**src/rtl/rr_mux8_arbiter.sv**
```systemverilog
// Eight-requester round-robin arbiter with a registered 8:1 data mux.
// One transfer in flight at a time; the search pointer advances past each completed grant.
module rr_mux8_arbiter #(
  parameter int unsigned DW = 8
) (
  input  logic            clk,
  input  logic            rst,
  input  logic [7:0]      req,
  input  logic [8*DW-1:0] in_data,
  input  logic            out_ready,
  output logic [7:0]      gnt,
  output logic [2:0]      sel,
  output logic [DW-1:0]   out_data,
  output logic            out_valid,
  output logic [15:0]     xfer_cnt
);

  typedef enum logic {
    IDLE,
    GRANT
  } state_t;

  state_t          state_q, state_d;
  logic [2:0]      ptr_q, ptr_d;
  logic [2:0]      sel_q, sel_d;
  logic [7:0]      gnt_q, gnt_d;
  logic            valid_q, valid_d;
  logic [DW-1:0]   data_q, data_d;
  logic [15:0]     cnt_q, cnt_d;

  logic            found;
  logic [2:0]      pick;
  logic [2:0]      idx;

  // First set request at or above ptr, wrapping through 7 back to ptr-1.
  always_comb begin
    found = 1'b0;
    pick  = ptr_q;
    idx   = '0;
    for (int unsigned off = 0; off < 8; off++) begin
      idx = ptr_q + off[2:0];
      if (!found && req[idx]) begin
        found = 1'b1;
        pick  = idx;
      end
    end
  end

  always_comb begin
    state_d = state_q;
    ptr_d   = ptr_q;
    sel_d   = sel_q;
    gnt_d   = gnt_q;
    valid_d = valid_q;
    data_d  = data_q;
    cnt_d   = cnt_q;
    case (state_q)
      IDLE: begin
        if (found) begin
          state_d = GRANT;
          sel_d   = pick;
          gnt_d   = 8'b1 << pick;
          valid_d = 1'b1;
          data_d  = in_data[pick*DW +: DW];
        end
      end
      GRANT: begin
        if (out_ready) begin
          state_d = IDLE;
          gnt_d   = '0;
          valid_d = 1'b0;
          ptr_d   = sel_q + 3'd1;
          cnt_d   = cnt_q + 16'd1;
        end
      end
      default: state_d = IDLE;
    endcase
  end

  always_ff @(posedge clk or posedge rst) begin
    if (rst) begin
      state_q <= IDLE;
      ptr_q   <= '0;
      sel_q   <= '0;
      gnt_q   <= '0;
      valid_q <= 1'b0;
      data_q  <= '0;
      cnt_q   <= '0;
    end else begin
      state_q <= state_d;
      ptr_q   <= ptr_d;
      sel_q   <= sel_d;
      gnt_q   <= gnt_d;
      valid_q <= valid_d;
      data_q  <= data_d;
      cnt_q   <= cnt_d;
    end
  end

  assign gnt       = gnt_q;
  assign sel       = sel_q;
  assign out_data  = data_q;
  assign out_valid = valid_q;
  assign xfer_cnt  = cnt_q;

endmodule
```
**config.mk**
```make
export PLATFORM = sky130hd
export DESIGN_NAME = rr_mux8_arbiter
export DESIGN_NICKNAME = d
export VERILOG_FILES = /design/src/rtl/rr_mux8_arbiter.sv
export SDC_FILE = /design/constraint.sdc
export NUM_CORES = 1
export LEC_CHECK = 0
export BUFFER_PORTS_ARGS = -buffer_cell sky130_fd_sc_hd__buf_2
export CAP_MARGIN = 20
export CORE_MARGIN = 1.5
export CORE_UTILIZATION = 54
export DETAILED_ROUTE_END_ITERATION = 10
export PLACE_DENSITY = 0.89
export SYNTH_ARGS = -nofsm -noshare
export SYNTH_HDL_FRONTEND = slang
export SYNTH_SLANG_ARGS = --single-unit
```
**constraint.sdc**
```tcl
create_clock -name clk -period 5.8 [get_ports clk]
set_clock_uncertainty 0.05 [all_clocks]
set_input_delay 0.58 -clock clk [delete_from_list [all_inputs] [get_ports clk]]
set_output_delay 0.58 -clock clk [all_outputs]
set_load 0.1 [all_outputs]
```
After elaboration in Yosys (flattened, before gate mapping). Cells that the tools add are included.

Register bits after elaboration: 40. Input bits: 75. Logic and storage cells: 86.

Reduce and logical (&&, ||, !) cells: 17. Bitwise operators: 1. Magnitude comparators: 8. Muxes and demuxes: 40. Shift operators: 2. Add/sub/neg operators: 9. Equality and inequality tests: 2.

Operators by type and width (count): 64-bit by 7-bit variable part select with 8-bit output (1); 3-bit by 4-bit less-than comparator with 1-bit output (second input constant) (8); 1-bit binary-select mux with 3-bit select (8); 3-bit 2-to-1 mux (7); 1-bit 2-to-1 mux (20); 16-bit by 1-bit adder with 16-bit output (second input constant) (1); 8-bit 2-to-1 mux (2); 8-bit case mux with 2 select lines (1); 3-bit adder (second input constant) (4); 1-bit by 3-bit left shift with 8-bit output (first input constant) (1); 1-bit logical AND (7); 1-bit zero test (7); 3-bit by 1-bit adder with 3-bit output (second input constant) (2); 3-bit by 2-bit adder with 3-bit output (second input constant) (2); 2-bit AND reduction (3); 2-bit inequality test (second input constant) (2); 1-bit case mux with 2 select lines (2); 1-bit NOT (1).

Logic depth before layout (Yosys ltp). Gate-level depths: netlist of run 1.

Depth after elaboration: 27. Gate-level depth with buffers: 14.

Worst setup path before layout of run 1. Ideal clock, no wire load.

Kind: flip-flop to flip-flop. Start: register ptr_q[1]. End: register data_q[0] (netlist: out_data[0]). Data required time: 5630 ps. Path slack: 2058 ps. Stages on the path, launching flop included: 14. Clock period less this slack: 3742 ps. Data arrival time: 3572 ps. Cell sequence: dfrtp_1 -> buf_2 -> inv_1 -> ha_1 -> buf_2 -> mux4_2 -> mux2i_1 -> nand2_1 -> o311a_4 -> xnor2_4 -> buf_6 -> mux2i_1 -> a22oi_1 -> a31o_1.

Word-level cells in the longest chain between the ends: 25.

Ends and longest elaborated chain: start, declared (line 24) `logic [2:0] ptr_q, ptr_d;`; start signal, assigned (line 91) `ptr_q <= ptr_d;`; branches (longest 25 deep; another with 3-bit by 1-bit adder with 3-bit output); end signal, assigned (line 95) `data_q <= data_d;`; end, declared (line 28) `logic [DW-1:0] data_q, data_d;`.

Several ways; the timed one is not identified. The select of a mux whose other input is x is not followed. A chain may end at the register's enable or synchronous reset.

Final worst setup path of run 1.
Start: register ptr_q[0]. End: register data_q[6] (netlist: out_data[6]).

Same word-level chain as after synthesis.

==> results of run 1 <==
-- state kept, by name (all words and copies together), names as in the netlist --
name	flops
gnt	8
state_q	1
out_valid	1
out_data	8
ptr_q	3
xfer_cnt	16
sel	3
-- area by class of cell --
| cell class | count | area, um2 |
|---|---|---|
| inverters | 7 | 26.28 |
| clock inverters | 3 | 42.54 |
| multi-input cells | 236 | 1919 |
| repair buffers | 114 | 580.6 |
| fillers | 436 | 1744 |
| flip-flops and latches | 40 | 1001 |
| well taps | 72 | 90.09 |
| clock buffers | 5 | 68.82 |
-- cells in the mapped netlist, types with 2 or more instances --
master	instances	area (um2)
o22a_1	2	17.52
mux2i_4	2	45.04
a22oi_1	19	142.6
inv_1	7	26.28
and2_1	12	75.07
a22o_1	6	52.55
nand3_1	7	35.03
a32o_1	2	20.02
dfrtp_1	40	1001
nand2_1	23	86.33
o21ai_0	9	45.04
ha_1	4	50.05
nor2b_1	3	18.77
mux2i_1	41	410.4
mux4_2	9	202.7
xnor2_1	12	105.1
xor2_1	8	70.07
nand2b_1	3	18.77
buf_6	4	45.04
buf_2	5	25.02
nor2_1	20	75.07
or2_1	2	12.51
clkbuf_1	4	15.01
mux2_2	2	22.52
nand4_1	6	37.54
a21oi_1	9	45.04
a31o_1	8	70.07
and3_1	4	25.02
-- critical path, delay by kind of cell, from the launching register on --
kind,cells,cell delay (ns)
mux,3,1.39
buf+inv,3,0.88
compound gates,3,0.78
fa+ha+maj,1,0.60
flops,1,0.34
simple gates,1,0.17
xor+xnor,1,0.13
-- worst min-delay path by stage --
stage                 startpoint      endpoint  slack (ns)  depth (start not counted)
floorplan                state_q       state_q        0.46                          2
global placement    xfer_cnt[15]  xfer_cnt[15]        0.40                          1
detailed placement  xfer_cnt[15]  xfer_cnt[15]        0.42                          1
CTS                          rst        sel[2]        0.36                          3
global route                 rst        gnt[1]        0.38                          3
finish                       rst   out_data[3]        0.35                          3
-- per-layer routing --
metal / track usage / part of all wire / routed length, um
met3: 0.04419 / 0.060 / 477
met2: 0.4783 / 0.51 / 4079
met5: 0 / 0 / 0
met4: 0.08036 / 0.020 / 162
met1: 0.3159 / 0.41 / 3238
-- logic make-up (layout without fill, tap and decap cells) --
| group | after synthesis | in the layout | share of synthesized area |
|---|---|---|---|
| compound gates | 72 | 72 | 0.1865 |
| simple gates | 85 | 85 | 0.1379 |
| buf+inv | 21 | 129 | 0.03911 |
| xor+xnor | 21 | 21 | 0.06670 |
| flops | 40 | 40 | 0.3294 |
| fa+ha+maj | 4 | 4 | 0.01647 |
| mux | 54 | 54 | 0.2240 |
-- metrics by stage --
stage | setup WS (ns) | area [um2]
after floorplan | 2.058 | 3039
after global placement | 1.530 | 3617
after detailed placement | 1.398 | 3617
after CTS | 1.373 | 3729
after global routing | 1.047 | 3729
final | 1.315 | 3729
==> results.yml, run 1 <==
clock_network:
  hold_buffers: 0
  post_cts_buffers: 0
  h-tree-depth: 2
  cts_resized: 0
  clock_sinks: 40
  clockBufferDepth: 2
  ctsRootBufferMaster: "clkbuf_8"
  tritoncts: "yes"
  cts_buffers: 5
  cts.clk_slew.worst_paths_ns: 0.08
  insertion_delay_ns: 0.30
floorplanning:
  rows: 27
  die_w_um: 78.02
  fp.dieH_um: 78.02
  start_util: 0.5553
  dieArea_mm2: 0.006087
  io_pins: 111
  core_mm2: 0.005473
synthesis:
  syn_avg_cell_area_um2: 10.23
  yosysSeqAreaShare: 0.3294
  synth_ff_type: "dfrtp_1"
  syn_nets: 376
  synth-async-reset-ratio: 1.000
  synth-edff-count: 0
  synth-seq-cells: 40
  ys_warn_count: 0
  syn_area_mm2: 0.003039
  synth_cell_types: 52
  synthCells: 297
worst_setup_path:
  path_cells: "buf_4 > inv_1 > ha_1 > mux4_2 > mux2i_1 > nand2_1 > o311a_4 > xnor2_4 > buf_4 > mux2i_1 > a22oi_1 > a31o_1"
  crit_end: "out_data[6]"
  crit_start: "ptr_q[0]"
  crit_type: "flop to flop"
  r2r_start: "ptr_q[0]"
  max_stage_delay_ns: 0.62
  rr_endpoint: "out_data[6]"
  rrSetupSlack_ns: 1.32
  path_max_fanout: 37
  cp_data_required_time_ns: 5.94
  cp-start-kind: "flop"
  end_kind: "flop"
  worstPathArrival_ns: 4.62
  reg2reg_depth: 12
  cpMaxStageDelayCell: "mux4_2"
finish:
  mostFrequentLayoutCell: "buf_2"
  final_layout_size_suffix_gt1_frac: 0.3481
  fin_cells: 477
  layout_common_cells: "buf_2 (110), mux2i_1 (41), dfrtp_1 (40)"
  post-route-util: 0.6813
  fin_nets: 483
  diodes: 0
  syn_to_final_growth_pct: 22.68
timing:
  finalSetupViolCount: 0
  maxSlewViolCount: 0
  timing.hold.ws_ns: 0.3494
  maxSlewHeadroom: 0.3775
  fin_crit_ns: 4.485
  rsz0062_at_grt: "no"
  finalHoldViolations: 0
  min_period_over_period: 0.7732
  tns_ns: 0
  clock.fmax_mhz: 223.0
  worst_pin_slew_ns: 0.9309
drt:
  drtPass1Iterations: 4
  avgViaCountPerCell: 5.979
  wirelength_mm: 7.958
  vias: 2852
  wire_per_inst_um: 16.68
  drtIter0Drc: 266
  ant_nets: 0
  route.detailed.drc: 0
placement:
  port_buffers: 110
  gp_congestion: 0.9155
  hpwl_mm: 6.168
  placed_cells_incl_taps: 469
global_route:
  antenna_found_initial: 0
  grt_max_degree: 41
  grtUsageTotal: 0.2626
  grt_pass1_vias: 2685
  grt_first_pass_wirelength_mm: 12.64
  grt-ovfl-total: 0
flow_run:
  max_cap_violations: 0
outcome:
  run_status: "complete, no violations"
hold_path:
  hp-class: "primary input to asynchronous set/reset pin"
Power of run 1 is left out: the tool's default activity adds up to more than one toggle a clock period on the data nets, which glitch-free logic cannot reach.
==> run 2: changes to the inputs <==
--- a/config.mk
+++ b/config.mk
@@ -8,9 +8,9 @@
 export BUFFER_PORTS_ARGS = -buffer_cell sky130_fd_sc_hd__buf_2
 export CAP_MARGIN = 20
 export CORE_MARGIN = 1.5
-export CORE_UTILIZATION = 54
+export CORE_UTILIZATION = 45
 export DETAILED_ROUTE_END_ITERATION = 10
-export PLACE_DENSITY = 0.89
+export PLACE_DENSITY = 0.8
 export SYNTH_ARGS = -nofsm -noshare
 export SYNTH_HDL_FRONTEND = slang
 export SYNTH_SLANG_ARGS = --single-unit
==> constraint.sdc (replaced) <==
create_clock -name clk -period 4.1 [get_ports clk]
set_clock_uncertainty 0.05 [all_clocks]
set_input_delay 0.41 -clock clk [delete_from_list [all_inputs] [get_ports clk]]
set_output_delay 0.41 -clock clk [all_outputs]
set_load 0.1 [all_outputs]
==> results.yml, run 2 (synthesis results as in run 1) <==
outcome:
  run_status: "finished with violations"
  violations: "design-rule violations"
finish:
  largest_reg_flops: 16
  mostFrequentLayoutCell: "buf_2"
  fin_cells: 484
  final_area_mm2: 0.003784
  syn_to_final_growth_pct: 24.50
  diodes: 0
  final_layout_size_suffix_gt1_frac: 0.3612
  layout_common_cells: "buf_2 (110), mux2i_1 (40), dfrtp_1 (40)"
  fin_nets: 485
worst_setup_path:
  cp-start-kind: "flop"
  crit_type: "flop to flop"
  worstPathArrival_ns: 3.98
  path_cells: "inv_1 > ha_2 > mux4_2 > mux2i_2 > nand3_1 > a21oi_1 > a41o_1 > o32ai_1 > buf_4 > a21oi_1 > a22oi_1 > a31o_1"
  critPathMostFrequentCell: "a21oi_1"
  max_stage_delay_ns: 0.60
  cp_data_required_time_ns: 4.24
  end_kind: "flop"
  path_max_fanout: 12
  reg2reg_depth: 12
  cpMaxStageDelayCell: "mux4_2"
drt:
  ant_nets: 0
  drtPass1Iterations: 8
  wire_per_inst_um: 16.05
  wirelength_mm: 7.770
  vias: 2829
  avgViaCountPerCell: 5.845
  drtIter0Drc: 126
  route.detailed.drc: 5
timing:
  tns_ns: 0
  maxSlewHeadroom: 0.5980
  clock.fmax_mhz: 260.0
  min_period_over_period: 0.9379
  finalHoldViolations: 0
  rsz0062_at_grt: "no"
  finalSetupViolCount: 0
  fin_crit_ns: 3.845
  worst_pin_slew_ns: 0.6029
  maxSlewViolCount: 0
  setup_ws_ns: 0.2545
floorplanning:
  start_util: 0.4732
  rows: 29
  dieArea_mm2: 0.007256
  core_mm2: 0.006422
  io_pins: 111
  die_w_um: 85.18
  fp.dieH_um: 85.18
clock_network:
  h-tree-depth: 2
  cts_buffers: 5
  cts.clk_slew.worst_paths_ns: 0.08
  ctsRootBufferMaster: "clkbuf_8"
  hold_buffers: 0
  clock_sinks: 40
  insertion_delay_ns: 0.29
  clockBufferDepth: 2
  tritoncts: "yes"
hold_path:
  hp-class: "primary input to asynchronous set/reset pin"
placement:
  hpwl_mm: 6.119
  placed_cells_incl_taps: 476
  port_buffers: 110
  dp_slack_ns: 0.1018
  dpl_cell_area_mm2: 0.003651
  gp_congestion: 0.9649
global_route:
  grt_max_degree: 41
  grt_first_pass_wirelength_mm: 12.45
  grtUsageTotal: 0.2154
  grt-ovfl-total: 0
  antenna_found_initial: 0
  grt_pass1_vias: 2707
flow_run:
  max_cap_violations: 0
==> run 2: cell count changes in the layout (fill, tap and decap cells not counted) <==
cell	change
clkinvlp_4	-1
clkbuf_8	+1
clkinv_2	-1
nor2b_2	+2
mux2i_1	-1
ha_1	-1
mux2i_2	+1
buf_12	+1
buf_4	+1
clkinv_4	+1
ha_2	+1
nor2b_1	-2
==> run 2: per-layer routing <==
metal	routed length [um]	track usage
met5	0	0
met4	233	0.09538
met3	566	0.04086
met2	3878	0.3810
met1	3090	0.2532
==> run 2: stage by stage <==
| step | util | hold WS (ns) |
|---|---|---|
| floorplan | - | 0.4625 |
| global placement | 0.5685 | 0.4057 |
| detailed placement | 0.5685 | 0.4109 |
| CTS | 0.5874 | 0.1857 |
| global route | 0.5891 | 0.2222 |
| finish | 0.5891 | 0.1710 |
==> run 2: timing repair <==
item | CTS | global route
gates resized for setup | 0 | 4
setup endpoints to repair | 0 | 16
buffers inserted | 0 | 0
==> run 2: path summary, 6_finish.rpt <==
path / slack [ns] / to / from
max in group asynchronous: 3.48 / xfer_cnt[9] / rst
min reg2reg: 0.42 / xfer_cnt[15] / xfer_cnt[15]
min: 0.17 / out_data[1] / rst
max reg2reg: 0.25 / out_data[2] / ptr_q[1]
max: 0.25 / out_data[2] / ptr_q[1]
min in group clk: 0.42 / xfer_cnt[15] / xfer_cnt[15]
==> run 2: cell type report <==
cell class | instances | area, um2
fill | 536 | 2639
multi-input combinational | 236 | 1931
sequential | 40 | 1001
timing repair buffer | 116 | 608.1
tap | 77 | 96.34
clock buffer | 6 | 82.58
clock inverter | 2 | 38.79
inverter | 7 | 26.28
==> run 2: worst max-delay path, delay by kind of cell (launching register included) <==
kind	cells	cell delay, ns
AOI/OAI and AO/OA	6	1.44
adders and majority gates	1	0.51
buffers and inverters	2	0.26
DFF	1	0.35
muxes	2	0.96
and+or+nand+nor	1	0.18
Power of run 2 is left out for the same reason.
